--- src/rtl/chimera_pkg.sv ---
`default_nettype none
// ============================================================================
//  Module      : chimera_pkg
//  Description : Shared Chimera SoC constants and bus typedefs. Provides the
//                register-bus and APB4 structs, the ExtCfgRegs region bounds
//                and the reg-to-APB bridge state encoding.
//  Revision    : 1.0 - initial release
// ============================================================================
package chimera_pkg;

    localparam int unsigned RegAddrWidth = 32;
    localparam int unsigned RegDataWidth = 32;

    localparam logic [31:0] ExtCfgRegsRegionStart = 32'h3000_2000;
    localparam logic [31:0] ExtCfgRegsRegionEnd   = 32'h3000_5000;
    localparam int unsigned ExtCfgRegsRegionSize  = ExtCfgRegsRegionEnd - ExtCfgRegsRegionStart;
    localparam int unsigned ExtCfgRegsTimeoutCycles = 256;

    typedef struct packed {
        logic                      valid;
        logic                      write;
        logic [RegAddrWidth-1:0]   addr;
        logic [RegDataWidth-1:0]   wdata;
        logic [RegDataWidth/8-1:0] wstrb;
    } reg_req_t;

    typedef struct packed {
        logic                    ready;
        logic [RegDataWidth-1:0] rdata;
        logic                    error;
    } reg_rsp_t;

    typedef struct packed {
        logic [31:0] paddr;
        logic [2:0]  pprot;
        logic        psel;
        logic        penable;
        logic        pwrite;
        logic [31:0] pwdata;
        logic [3:0]  pstrb;
    } apb_req_t;

    typedef struct packed {
        logic        pready;
        logic [31:0] prdata;
        logic        pslverr;
    } apb_resp_t;

    typedef enum logic [1:0] {
        IDLE   = 2'd0,
        SETUP  = 2'd1,
        ACCESS = 2'd2,
        RESP   = 2'd3
    } reg_to_apb_state_e;

endpackage
`default_nettype wire

--- src/rtl/chimera_reg_to_apb.sv ---
`default_nettype none
// ============================================================================
//  Module      : chimera_reg_to_apb
//  Description : Register-bus slave to APB4 requester bridge for the
//                ExtCfgRegs region. Each register-bus request becomes one
//                APB SETUP/ACCESS transfer; the completion is returned as a
//                single-cycle register-bus response. Out-of-region requests
//                are answered with an error and no APB activity, and a
//                pready timeout keeps a hung completer from stalling the bus.
//  Ports       : clk_i      - clock
//                rst_ni     - asynchronous active-low reset
//                reg_req_i  - register-bus request (held until ready)
//                reg_rsp_o  - register-bus response (ready is a 1-cycle pulse)
//                apb_req_o  - APB4 request
//                apb_rsp_i  - APB4 response
//                busy_o     - high whenever a request is in flight
//  Revision    : 1.0 - initial release
// ============================================================================
module chimera_reg_to_apb
    import chimera_pkg::*;
#(
    parameter int unsigned       AddrWidth     = 32,
    parameter int unsigned       DataWidth     = RegDataWidth,
    parameter logic [AddrWidth-1:0] BaseAddr   = ExtCfgRegsRegionStart,
    parameter int unsigned       RegionSize    = ExtCfgRegsRegionSize,
    parameter int unsigned       TimeoutCycles = ExtCfgRegsTimeoutCycles,
    parameter type               reg_req_t     = chimera_pkg::reg_req_t,
    parameter type               reg_rsp_t     = chimera_pkg::reg_rsp_t
) (
    input  logic                  clk_i,
    input  logic                  rst_ni,
    input  reg_req_t              reg_req_i,
    output reg_rsp_t              reg_rsp_o,
    output chimera_pkg::apb_req_t apb_req_o,
    input  chimera_pkg::apb_resp_t apb_rsp_i,
    output logic                  busy_o
);

    // Region bounds are compared one bit wider so BaseAddr+RegionSize
    // cannot wrap at the top of the address space.
    localparam int unsigned            c_aw1       = AddrWidth + 1;
    localparam logic [AddrWidth:0]     c_region_lo = {1'b0, BaseAddr};
    localparam logic [AddrWidth:0]     c_region_hi = {1'b0, BaseAddr} + c_aw1'(RegionSize);

    localparam int unsigned            c_cnt_w   = (TimeoutCycles > 1) ? $clog2(TimeoutCycles) : 1;
    localparam logic [c_cnt_w-1:0]     c_cnt_max = c_cnt_w'((TimeoutCycles > 0) ? TimeoutCycles - 1 : 0);

    reg_to_apb_state_e          r_state;
    reg_to_apb_state_e          w_state_next;

    logic                       r_write;
    logic [AddrWidth-1:0]       r_paddr;
    logic [DataWidth-1:0]       r_pwdata;
    logic [DataWidth/8-1:0]     r_pstrb;
    logic [DataWidth-1:0]       r_rdata;
    logic                       r_error;
    logic [c_cnt_w-1:0]         r_cnt;

    logic                       w_in_region;
    logic                       w_timeout;

    assign w_in_region = ({1'b0, reg_req_i.addr} >= c_region_lo) &&
                         ({1'b0, reg_req_i.addr} <  c_region_hi);

    // Expiry only matters while pready is low; a pready in the expiry cycle
    // wins and completes the transfer normally.
    assign w_timeout = (TimeoutCycles != 0) && (r_cnt == c_cnt_max) && !apb_rsp_i.pready;

    // ------------------------------------------------------------------
    // State register
    // ------------------------------------------------------------------
    always_ff @(posedge clk_i or negedge rst_ni) begin
        if (!rst_ni) begin
            r_state <= IDLE;
        end else begin
            r_state <= w_state_next;
        end
    end

    // ------------------------------------------------------------------
    // Next-state and output decode
    // ------------------------------------------------------------------
    always_comb begin
        w_state_next = r_state;
        apb_req_o    = '0;
        reg_rsp_o    = '0;
        busy_o       = 1'b0;

        case (r_state)
            IDLE: begin
                if (reg_req_i.valid) begin
                    w_state_next = w_in_region ? SETUP : RESP;
                end
            end
            SETUP: begin
                w_state_next = ACCESS;
            end
            ACCESS: begin
                if (apb_rsp_i.pready || w_timeout) begin
                    w_state_next = RESP;
                end
            end
            RESP: begin
                w_state_next = IDLE;
            end
            default: begin
                w_state_next = IDLE;
            end
        endcase

        apb_req_o.psel    = (r_state == SETUP) || (r_state == ACCESS);
        apb_req_o.penable = (r_state == ACCESS);
        apb_req_o.pwrite  = r_write;
        apb_req_o.paddr   = r_paddr;
        apb_req_o.pwdata  = r_pwdata;
        apb_req_o.pstrb   = r_pstrb;
        apb_req_o.pprot   = 3'b000;

        reg_rsp_o.ready   = (r_state == RESP);
        reg_rsp_o.rdata   = r_rdata;
        reg_rsp_o.error   = r_error;

        busy_o            = (r_state != IDLE);
    end

    // ------------------------------------------------------------------
    // Request latch, response capture and pready timeout counter
    // ------------------------------------------------------------------
    always_ff @(posedge clk_i or negedge rst_ni) begin
        if (!rst_ni) begin
            r_write  <= 1'b0;
            r_paddr  <= '0;
            r_pwdata <= '0;
            r_pstrb  <= '0;
            r_rdata  <= '0;
            r_error  <= 1'b0;
            r_cnt    <= '0;
        end else begin
            case (r_state)
                IDLE: begin
                    if (reg_req_i.valid) begin
                        r_write  <= reg_req_i.write;
                        r_paddr  <= AddrWidth'(reg_req_i.addr - BaseAddr);
                        // Reads present all-zero write data and strobes.
                        r_pwdata <= reg_req_i.write ? reg_req_i.wdata : '0;
                        r_pstrb  <= reg_req_i.write ? reg_req_i.wstrb : '0;
                        r_cnt    <= '0;
                        r_rdata  <= '0;
                        r_error  <= !w_in_region;
                    end
                end
                ACCESS: begin
                    if (apb_rsp_i.pready) begin
                        r_rdata <= r_write ? '0 : apb_rsp_i.prdata;
                        r_error <= apb_rsp_i.pslverr;
                    end else if (w_timeout) begin
                        r_rdata <= '0;
                        r_error <= 1'b1;
                    end else begin
                        r_cnt <= r_cnt + 1'b1;
                    end
                end
                default: begin
                end
            endcase
        end
    end

endmodule
`default_nettype wire

--- config.mk ---
export PLATFORM = sky130hd
export DESIGN_NAME = chimera_reg_to_apb
export DESIGN_NICKNAME = d
export VERILOG_FILES = /design/src/rtl/chimera_pkg.sv /design/src/rtl/chimera_reg_to_apb.sv
export SDC_FILE = /design/constraint.sdc
export NUM_CORES = 1
export LEC_CHECK = 0
export ABC_AREA = 1
export CAP_MARGIN = 10
export CORE_MARGIN = 3
export CORE_UTILIZATION = 46
export CTS_BUF_LIST = sky130_fd_sc_hd__clkbuf_16
export CTS_CLUSTER_SIZE = 8
export DETAILED_ROUTE_END_ITERATION = 7
export PLACE_DENSITY = 0.9
export SLEW_MARGIN = 20
export SYNTH_ARGS = -nofsm -noshare
export SYNTH_HDL_FRONTEND = slang
export SYNTH_SLANG_ARGS = --single-unit
--- constraint.sdc ---
create_clock -name clk_i -period 3.35 [get_ports clk_i]
set_clock_uncertainty 0.2 [all_clocks]
set_input_delay 0.8375 -clock clk_i [delete_from_list [all_inputs] [get_ports clk_i]]
set_output_delay 0.8375 -clock clk_i [all_outputs]
set_load 0.02 [all_outputs]
==> results.sh <==
export IMPL_cts_inserted_buffers=9
export IMPL_critPathKind="flip-flop to primary output"
export IMPL_cpLargestDelayFamily="buffers and inverters"
export IMPL_num_nets_final=930
export IMPL_finalCriticalPeriod_ns=2.83
export IMPL_fillers=792
export IMPL_cp_slowest_cell="clkdlybuf4s50_1"
export IMPL_timing_final_crit_share_pct=84.6
export IMPL_cts_max_level=3
export IMPL_die_h_um=112
export IMPL_layout_common_cells="nand2_1, clkdlybuf4s50_1, dfrtp_1"
export IMPL_grt_pass1_vias=5025
export IMPL_critPathBufInv=3
export IMPL_portBuffers=211
export IMPL_critPathRequiredTime_ns=2.31
export IMPL_cpPeakStageDelay_ns=0.62
export IMPL_cts_root_buf="clkbuf_16"
export IMPL_grt_pass1_wl_mm=24.3
export IMPL_final_common_cell="nand2_1"
export IMPL_grt_usage_pct=23.9
export IMPL_rows=37
export IMPL_cts_tree="yes"
export IMPL_hold_path_class="input pin to async pin"
export IMPL_grt_ovfl_total=0
export IMPL_post_drt_wl_per_cell_um=15.3
export IMPL_synth_cell_area_um2=5150
export IMPL_final_core_util_pct=71.7
export IMPL_status="completed"
export IMPL_clkLatencyLatePin_ns=0.35
export IMPL_grt_max_degree=112
export IMPL_antenna_cells=0
export IMPL_drt_iter0_markers=314
export IMPL_path_clk_slew_ns=0.07
export IMPL_yosysSeqAreaShare_pct=54.4
export IMPL_setup_violations=0
export IMPL_postSynthCellCount=622
export IMPL_io_pins=215
export IMPL_final_layout_size_suffix_gt1_share_pct=5.12
export IMPL_rsz0062_at_grt="no"
export IMPL_drc_errors=0
export IMPL_die_w_um=112
export IMPL_core_area_um2=10600
export IMPL_drt_pass1_iterations=5
export IMPL_hold_viol=0
export IMPL_power_density_nw_per_um2=836
export IMPL_place_hpwl_mm=11.0
export IMPL_postCtsSetupBuffers=0
export IMPL_numClockSinks=112
export IMPL_clockBufferDepth=2
export IMPL_critPathCaptureType="primary output"
export IMPL_cp_arrival_ns=1.80
export IMPL_slew_headroom_pct=36.8
export IMPL_tightestPinTransition_ns=0.947
export IMPL_syn_to_final_growth_pct=47.7
export IMPL_vias_per_cell=5.07
export IMPL_vdd_drop_max_uv=695
export IMPL_initial_utilization_pct=48.6
export IMPL_finalSetupTns_ns=0
export IMPL_yosys_warnings=0
export IMPL_antenna_found_initial=0
export IMPL_postRouteAntennaNets=0
export IMPL_vias=4850
export IMPL_slew_violations=0
export IMPL_start_kind="flip-flop"
export IMPL_critical_path_most_common_cell="inv_1"
export IMPL_postSynthAreaPerCell_um2=8.28
export IMPL_path_cells="inv_1 -> ha_1 -> inv_1 -> clkdlybuf4s50_1"
export IMPL_yosysUniqueCellTypes=29
export IMPL_crit_fanout=4
export IMPL_drt_wl_total_mm=14.7
export IMPL_drv_cap=0
export IMPL_leakagePower_nw=3.43
export IMPL_dieArea_um2=12500
export IMPL_cts_hold_buf=0
export IMPL_gp_congestion=0.925
export IMPL_max_freq_mhz=353
export IMPL_cts_resized=0
export IMPL_ys_ff_latch=112
## final cells by class
cell class / instances / area (um2) / area share [%]
Clock inverter: 5 / 51.3 / 0.675
Inverter: 31 / 116 / 1.53
Timing Repair Buffer: 218 / 2190 / 28.8
Tap cell: 136 / 170 / 2.24
Clock buffer: 9 / 225 / 2.96
Sequential cell: 112 / 2800 / 36.9
Multi-Input combinational cell: 446 / 2050 / 27.0
## Yosys cell counts
| library cell | n | area (um2) |
|---|---|---|
| a21oi_1 | 12 | 60.1 |
| a31oi_1 | 2 | 12.5 |
| and3_1 | 1 | 6.26 |
| buf_1 | 1 | 3.75 |
| buf_2 | 4 | 20.0 |
| buf_4 | 7 | 52.6 |
| buf_6 | 5 | 56.3 |
| clkbuf_1 | 18 | 67.6 |
| conb_1 | 1 | 3.75 |
| dfrtp_1 | 112 | 2800 |
| ha_1 | 6 | 75.1 |
| inv_1 | 30 | 113 |
| inv_2 | 1 | 3.75 |
| nand2_1 | 257 | 965 |
| nand2_2 | 1 | 6.26 |
| nand3_1 | 16 | 80.1 |
| nand3_2 | 3 | 30.0 |
| nand3b_1 | 2 | 15.0 |
| nand4_1 | 1 | 6.26 |
| nor2_1 | 35 | 131 |
| nor2_2 | 1 | 6.26 |
| nor3_1 | 1 | 5.00 |
| nor3_2 | 1 | 10.0 |
| o21ai_0 | 59 | 295 |
| o21ai_1 | 18 | 90.1 |
| o21ai_2 | 12 | 105 |
| o31ai_1 | 1 | 7.51 |
| or2_2 | 2 | 12.5 |
| xor2_1 | 12 | 105 |
## cell families after synthesis
group           Yosys count  share of synthesized area (%)
compound gates          104                           11.1
simple gates            321                           24.7
buf+inv                  66                           6.15
flops                   112                           54.4
other cells               1                         0.0729
xor+xnor                 12                           2.04
fa+ha+maj                 6                           1.46
## per-layer routing
layer | up-vias | global-route usage [%] | wire, um
met5 | - | 0 | 0
met4 | 0 | 11.4 | 584
met3 | 39 | 3.48 | 637
met2 | 176 | 43.6 | 7860
met1 | 2288 | 27.4 | 5580
li1 | 2347 | - | -
## power breakdown
part | total [W] | switching [W] | internal (W)
Combinational | 0.00315 | 0.00178 | 0.00137
Clock | 0.00102 | 0.000458 | 0.000566
Sequential | 0.00218 | 0.000304 | 0.00188
Total | 0.00635 | 0.00254 | 0.00381
## registers in the layout, summed over array words and instances (netlist names)
| signal | cells |
|---|---|
| r_cnt | 8 |
| r_error | 1 |
| r_paddr | 32 |
| r_pstrb | 4 |
| r_pwdata | 32 |
| r_rdata | 32 |
| r_state | 2 |
| r_write | 1 |
## stage by stage
stage / hold WS, ns / total power [W] / cells / area, um2 / setup WS (ns)
2_1_floorplan: 0.260 / 0.00389 / 624 / 5150 / 1.22
3_3_place_gp: 0.262 / 0.00525 / 943 / 7330 / 0.630
3_5_place_dp: 0.267 / 0.00537 / 943 / 7330 / 0.515
4_1_cts: 0.284 / 0.00642 / 957 / 7600 / 0.516
5_1_grt: 0.306 / 0.00675 / 957 / 7600 / 0.428
6_report: 0.270 / 0.00635 / 957 / 7600 / 0.517
## final timing paths
check	slack, ns	startpoint	depth (start not counted)	end
min in group clk_i	0.28	r_paddr[31]	2	r_paddr[31]
hold reg to reg	0.28	r_paddr[31]	2	r_paddr[31]
hold / removal	0.27	rst_ni	1	r_rdata[6]
setup reg to reg	1.16	r_state[1]	5	r_pstrb[0]
max in group asynchronous	1.92	rst_ni	2	r_paddr[12]
setup / recovery	0.52	r_state[1]	4	busy_o
Power figures use the tool's default switching activity.
